## config.mk

```make
export PLATFORM = sky130hd
export DESIGN_NAME = vx_cache_flush_walker
export DESIGN_NICKNAME = d
export VERILOG_FILES = /design/src/rtl/vx_cache_flush_walker.sv
export SDC_FILE = /design/constraint.sdc
export NUM_CORES = 1
export LEC_CHECK = 0
export BUFFER_PORTS_ARGS = -buffer_cell sky130_fd_sc_hd__buf_2
export CORE_MARGIN = 3
export CORE_UTILIZATION = 45
export CTS_CLUSTER_SIZE = 14
export DETAILED_ROUTE_END_ITERATION = 6
export GPL_TIMING_DRIVEN = 1
export PLACE_DENSITY = 0.66
export SLEW_MARGIN = 5
export SYNTH_ARGS = -nofsm -noshare
export SYNTH_HDL_FRONTEND = slang
export SYNTH_SLANG_ARGS = --single-unit
```

## constraint.sdc

```tcl
create_clock -name clk -period 3.8 [get_ports clk]
set_clock_uncertainty 0.15 [all_clocks]
set_input_delay 0.76 -clock clk [delete_from_list [all_inputs] [get_ports clk]]
set_output_delay 0.76 -clock clk [all_outputs]
set_load 0.02 [all_outputs]
```

## src/rtl/vx_cache_flush_walker.sv

```systemverilog
// Per-bank maintenance sequencer for the cache tag store.
// After reset it sweeps every set with the init strobe. On a flush request it
// walks every (set, way) pair toward the bank pipeline, then waits for every
// dirty eviction raised by that walk to be written back before it reports
// completion.
module vx_cache_flush_walker #(
   parameter int CACHE_SIZE = 1024,
   parameter int LINE_SIZE  = 16,
   parameter int NUM_BANKS  = 1,
   parameter int NUM_WAYS   = 1,
   localparam int SETS      = CACHE_SIZE / (LINE_SIZE * NUM_BANKS * NUM_WAYS),
   localparam int SEL_W     = (SETS > 1) ? $clog2(SETS) : 1
) (
   input  logic                clk,
   input  logic                reset,
   input  logic                flush_req_valid,
   output logic                flush_req_ready,
   output logic                init,
   output logic                flush_valid,
   input  logic                flush_ready,
   output logic [SEL_W-1:0]    line_sel,
   output logic [NUM_WAYS-1:0] flush_way_sel,
   input  logic                evict_valid,
   input  logic                wb_ack,
   output logic                flush_done_valid,
   input  logic                flush_done_ready,
   output logic                busy
);

   localparam int CNT_W = $clog2(SETS * NUM_WAYS + 1);
   localparam int WAY_W = (NUM_WAYS > 1) ? $clog2(NUM_WAYS) : 1;
   localparam logic [SEL_W-1:0] LAST_SET = SEL_W'(SETS - 1);
   localparam logic [WAY_W-1:0] LAST_WAY = WAY_W'(NUM_WAYS - 1);

   typedef enum logic [2:0] {
      S_INIT,
      S_IDLE,
      S_WALK,
      S_DRAIN,
      S_DONE
   } state_t;

   state_t             state, state_n;
   logic [SEL_W-1:0]   set_idx, set_n;
   logic [WAY_W-1:0]   way_idx, way_n;
   logic [CNT_W-1:0]   pend, pend_n;
   logic               evict_en;
   logic               ack_en;

   // Outstanding-writeback count: +1 per eviction, -1 per ack, saturating at
   // both ends so a protocol slip can never wrap the counter.
   function automatic logic [CNT_W-1:0] pend_update(input logic [CNT_W-1:0] cur,
                                                    input logic inc,
                                                    input logic dec);
      logic [CNT_W-1:0] res;
      res = cur;
      if (inc && !dec && (cur != {CNT_W{1'b1}})) begin
         res = cur + CNT_W'(1);
      end else if (dec && !inc && (cur != '0)) begin
         res = cur - CNT_W'(1);
      end
      return res;
   endfunction

   // Next-state logic; every output is decoded from registered state only.
   always_comb begin
      state_n          = state;
      set_n            = set_idx;
      way_n            = way_idx;
      init             = 1'b0;
      flush_req_ready  = 1'b0;
      flush_valid      = 1'b0;
      flush_done_valid = 1'b0;
      line_sel         = '0;
      flush_way_sel    = '0;
      busy             = (state != S_IDLE);

      // Evictions only count while a flush is in flight; acks never underflow.
      evict_en = evict_valid && ((state == S_WALK) || (state == S_DRAIN));
      ack_en   = wb_ack && (pend != '0);
      pend_n   = pend_update(pend, evict_en, ack_en);

      case (state)
         S_INIT: begin
            init     = 1'b1;
            line_sel = set_idx;
            if (set_idx == LAST_SET) begin
               state_n = S_IDLE;
               set_n   = '0;
            end else begin
               set_n = set_idx + SEL_W'(1);
            end
         end
         S_IDLE: begin
            flush_req_ready = 1'b1;
            if (flush_req_valid) begin
               state_n = S_WALK;
               set_n   = '0;
               way_n   = '0;
            end
         end
         S_WALK: begin
            flush_valid   = 1'b1;
            line_sel      = set_idx;
            flush_way_sel = NUM_WAYS'(1) << way_idx;
            if (flush_ready) begin
               // Way is the inner index, set the outer one.
               if (way_idx == LAST_WAY) begin
                  way_n = '0;
                  if (set_idx == LAST_SET) begin
                     state_n = S_DRAIN;
                     set_n   = '0;
                  end else begin
                     set_n = set_idx + SEL_W'(1);
                  end
               end else begin
                  way_n = way_idx + WAY_W'(1);
               end
            end
         end
         S_DRAIN: begin
            // An eviction in this very cycle still has a writeback to wait for.
            if ((pend == '0) && !evict_valid) begin
               state_n = S_DONE;
            end
         end
         S_DONE: begin
            flush_done_valid = 1'b1;
            if (flush_done_ready) begin
               state_n = S_IDLE;
            end
         end
         default: begin
            state_n = S_INIT;
            set_n   = '0;
            way_n   = '0;
         end
      endcase
   end

   // State register; reset restarts the init sweep and forgets pending writebacks.
   always_ff @(posedge clk) begin
      if (reset) begin
         state   <= S_INIT;
         set_idx <= '0;
         way_idx <= '0;
         pend    <= '0;
      end else begin
         state   <= state_n;
         set_idx <= set_n;
         way_idx <= way_n;
         pend    <= pend_n;
      end
   end

   // Simulation-only protocol checks on the eviction/writeback pulses.
   always_ff @(posedge clk) begin
      if (!reset) begin
         assert (!(wb_ack && (pend == '0)))
            else $warning("wb_ack with no pending writeback ignored");
         assert (!(evict_valid && (state != S_WALK) && (state != S_DRAIN)))
            else $warning("evict_valid outside a flush ignored");
      end
   end

endmodule

```

==> summary.txt <==
Logic synthesis
  – Mapped Cells: 147
  – Post-Syn Area: 1170 um^2
  – Sequential cell area fraction in the yosys report: 0.274
  – Synth cell types: 40
  – Yosys Warn Count: 0
  – Count of state elements after synthesis: 16
  – Avg Inst Size Synth: 7.96 um^2
  – Mapped Nets: 161

Floorplanning
  – Die height: 57.0 um
  – Core area: 2340 um^2
  – Effective utilization at floorplan: 0.500
  – Chip Width: 57.0 um
  – I/O pins: 19
  – Row count: 17
  – Die area: 3250 um^2

Global route
  – Largest net degree at the start of global routing: 20
  – Antenna violations before repair: 0
  – Remaining global-route overflow: 0
  – First-pass GRT wire length: 4020 um
  – Vias in the first global route: 913
  – Aggregate global-route resource usage: 0.153

Critical path
  – Crit start category: register
  – Crit Path Category: reg -> reg
  – CP required: 3.84 ns
  – Critical Path End Type: register
  – CP max FO: 7
  – Sequence of cells on the critical path: or4_4 -> o21ai_4 -> and2b_1 -> inv_1 -> fa_1 -> a211oi_1 -> o21ai_0 -> a21oi_1 -> mux2i_1 -> mux2_1
  – Worst path max stage delay: 0.57 ns
  – Max stage delay cell, worst path: or4_4
  – CP arrival: 3.39 ns

Clock network
  – Clk sink count: 16
  – Clk slew on worst S/H paths: 0.10 ns
  – CTS root buf: clkbuf_4
  – H-Tree Depth: 1
  – Post-CTS Setup Bufs: 0
  – Worst-case clock buffer depth: 2
  – CTS tree: yes
  – Post_cts resized: 0
  – Clk Latency, worst-skew pair: 0.29 ns
  – CTS Buf Count: 3
  – Hold_buf cts: 0

Pwr
  – IR drop worst, VDD: 0.000382 V
  – Leak Pwr: 0.000575 uW
  – Tot Pwr: 927 uW
  – PD cells: 711 nW/um^2

Routing
  – Pre-antenna DRT Iters: 4
  – Wire per inst: 12.7 um
  – DR iter-0 viols: 57
  – DRC errors left: 0
  – Antenna Violating Nets Remaining: 0
  – Vias/cell: 5.75
  – Routed wire length: 2420 um
  – Vias after detailed routing: 1099

STA
  – Final Cycle Share: 0.882
  – Slew Limit Fails: 0
  – Tmin final: 3.35 ns
  – Sum Neg Setup Slack: 0 ns
  – Final Hold Fails: 0
  – RSZ-0062 raised after global routing: false
  – Slew Limit Headroom: 0.677
  – Final setup violation count: 0
  – Worst setup margin: 0.449 ns
  – FMAX: 298 MHz
  – Worst Max-Slew Pin Slew: 0.479 ns

Finish
  – Antenna diodes: 0
  – Most frequent cells in the layout: nor2_1, buf_2, dfxtp_1, and2_1, o21ai_0
  – Share of layout cells above drive strength 1: 0.178
  – Non-Filler Instances: 191
  – Fillers: 237
  – Final core utilization: 0.557
  – Area grow syn2layout: 11.4%
  – Leading cell type in the layout, fill and taps excluded: nor2_1
  – Final net count: 178

Placed design
  – Placed instance count: 187
  – Port bufs: 18
  – Place WS: 0.500 ns
  – Post-DP HPWL: 1820 um
  – GP Congestion: 0.786

Status
  – Run status: finished, final reports clean

Worst hold path
  – Hold WC Path Type: reg -> reg

Run
  – Max Cap Viol: 0
==> metal layers <==
layer	wire length (um)	global-route usage	up-vias
li1	-	-	564
met1	1200	0.221	503
met2	1040	0.220	30
met3	163	0.0566	2
met4	15	0.0265	0
met5	0	0	-
==> cell families (layout without fill, tap and decap cells) <==
family | count (synthesis) | in the layout | share of synthesized area
compound gates | 35 | 35 | 0.206
xor+xnor | 3 | 3 | 0.0225
fa+ha+maj | 7 | 7 | 0.0813
buf+inv | 14 | 30 | 0.0492
flops | 16 | 16 | 0.274
mux | 8 | 8 | 0.0802
simple gates | 64 | 64 | 0.287
==> state kept, by name, indices dropped and copies added (netlist names) <==
name     cells
pend         7
state        3
set_idx      6
==> final cells by class <==
cell class	count	area (um^2)	area share
Clock buffer	4	36.3	0.0278
Inverter	8	30.0	0.0230
Multi-Input combinational cell	117	792	0.607
Sequential cell	16	320	0.246
Tap cell	28	35.0	0.0269
Timing Repair Buffer	18	90.1	0.0691
==> cell usage after synthesis <==
| master | count | area share |
|---|---|---|
| nor2_1 | 22 | 0.071 |
| dfxtp_1 | 16 | 0.27 |
| and2_1 | 9 | 0.048 |
| o21ai_0 | 9 | 0.038 |
| a21oi_1 | 8 | 0.034 |
| inv_1 | 8 | 0.026 |
| ha_1 | 6 | 0.064 |
| mux2i_1 | 6 | 0.051 |
| nand2_1 | 6 | 0.019 |
| clkbuf_1 | 4 | 0.013 |
| nor3_1 | 4 | 0.017 |
| a211oi_1 | 3 | 0.019 |
| a31oi_1 | 3 | 0.016 |
| nand3_1 | 3 | 0.013 |
| nor2b_1 | 3 | 0.016 |
| or3_1 | 3 | 0.016 |
| xnor2_1 | 3 | 0.022 |
| a21o_1 | 2 | 0.013 |
| and2b_1 | 2 | 0.013 |
| and3_1 | 2 | 0.011 |
| nand4_1 | 2 | 0.011 |
| nor3b_1 | 2 | 0.013 |
| nor4_1 | 2 | 0.011 |
| o221a_2 | 2 | 0.019 |
| o31ai_1 | 2 | 0.013 |
| a211oi_2 | 1 | 0.011 |
| a221oi_1 | 1 | 0.0075 |
| buf_2 | 1 | 0.0043 |
| buf_4 | 1 | 0.0064 |
| fa_1 | 1 | 0.017 |
| mux2_1 | 1 | 0.0096 |
| mux2i_4 | 1 | 0.019 |
| nand2b_1 | 1 | 0.0054 |
| nand3b_1 | 1 | 0.0064 |
| o211ai_1 | 1 | 0.0064 |
| o21ai_4 | 1 | 0.014 |
| o311ai_0 | 1 | 0.0075 |
| o31a_1 | 1 | 0.0075 |
| or3b_2 | 1 | 0.0075 |
| or4_4 | 1 | 0.0096 |
==> critical path: cells and delay by family (launching register included) <==
family	cells	cell delay (ns)
fa+ha+maj	1	0.45
simple gates	2	0.74
mux	2	0.59
flops	1	0.38
compound gates	4	0.81
buf+inv	1	0.13
==> through the flow <==
step                hold slack (ns)  area, um^2
detailed placement            0.366        1270
CTS                           0.383        1300
finish                        0.382        1300
floorplan                     0.329        1170
global route                  0.424        1300
global placement              0.346        1270
==> power by group <==
group	switching, uW	internal (uW)	total (uW)
combinational	294	248	542
clock	56.8	58.4	115
sequential	59.6	210	270
==> worst paths after layout <==
path / start / endpoint / slack, ns / depth (start not counted)
worst min-delay path: set_idx[4]$_SDFFE_PP0P_ / set_idx[4]$_SDFFE_PP0P_ / 0.38 / 2
worst max register to register: pend[1]$_SDFFE_PP0P_ / pend[6]$_SDFFE_PP0P_ / 0.45 / 10
worst min register to register: set_idx[4]$_SDFFE_PP0P_ / set_idx[4]$_SDFFE_PP0P_ / 0.38 / 2
worst max-delay path: pend[1]$_SDFFE_PP0P_ / pend[6]$_SDFFE_PP0P_ / 0.45 / 10
(Power assumes the default switching activity.)
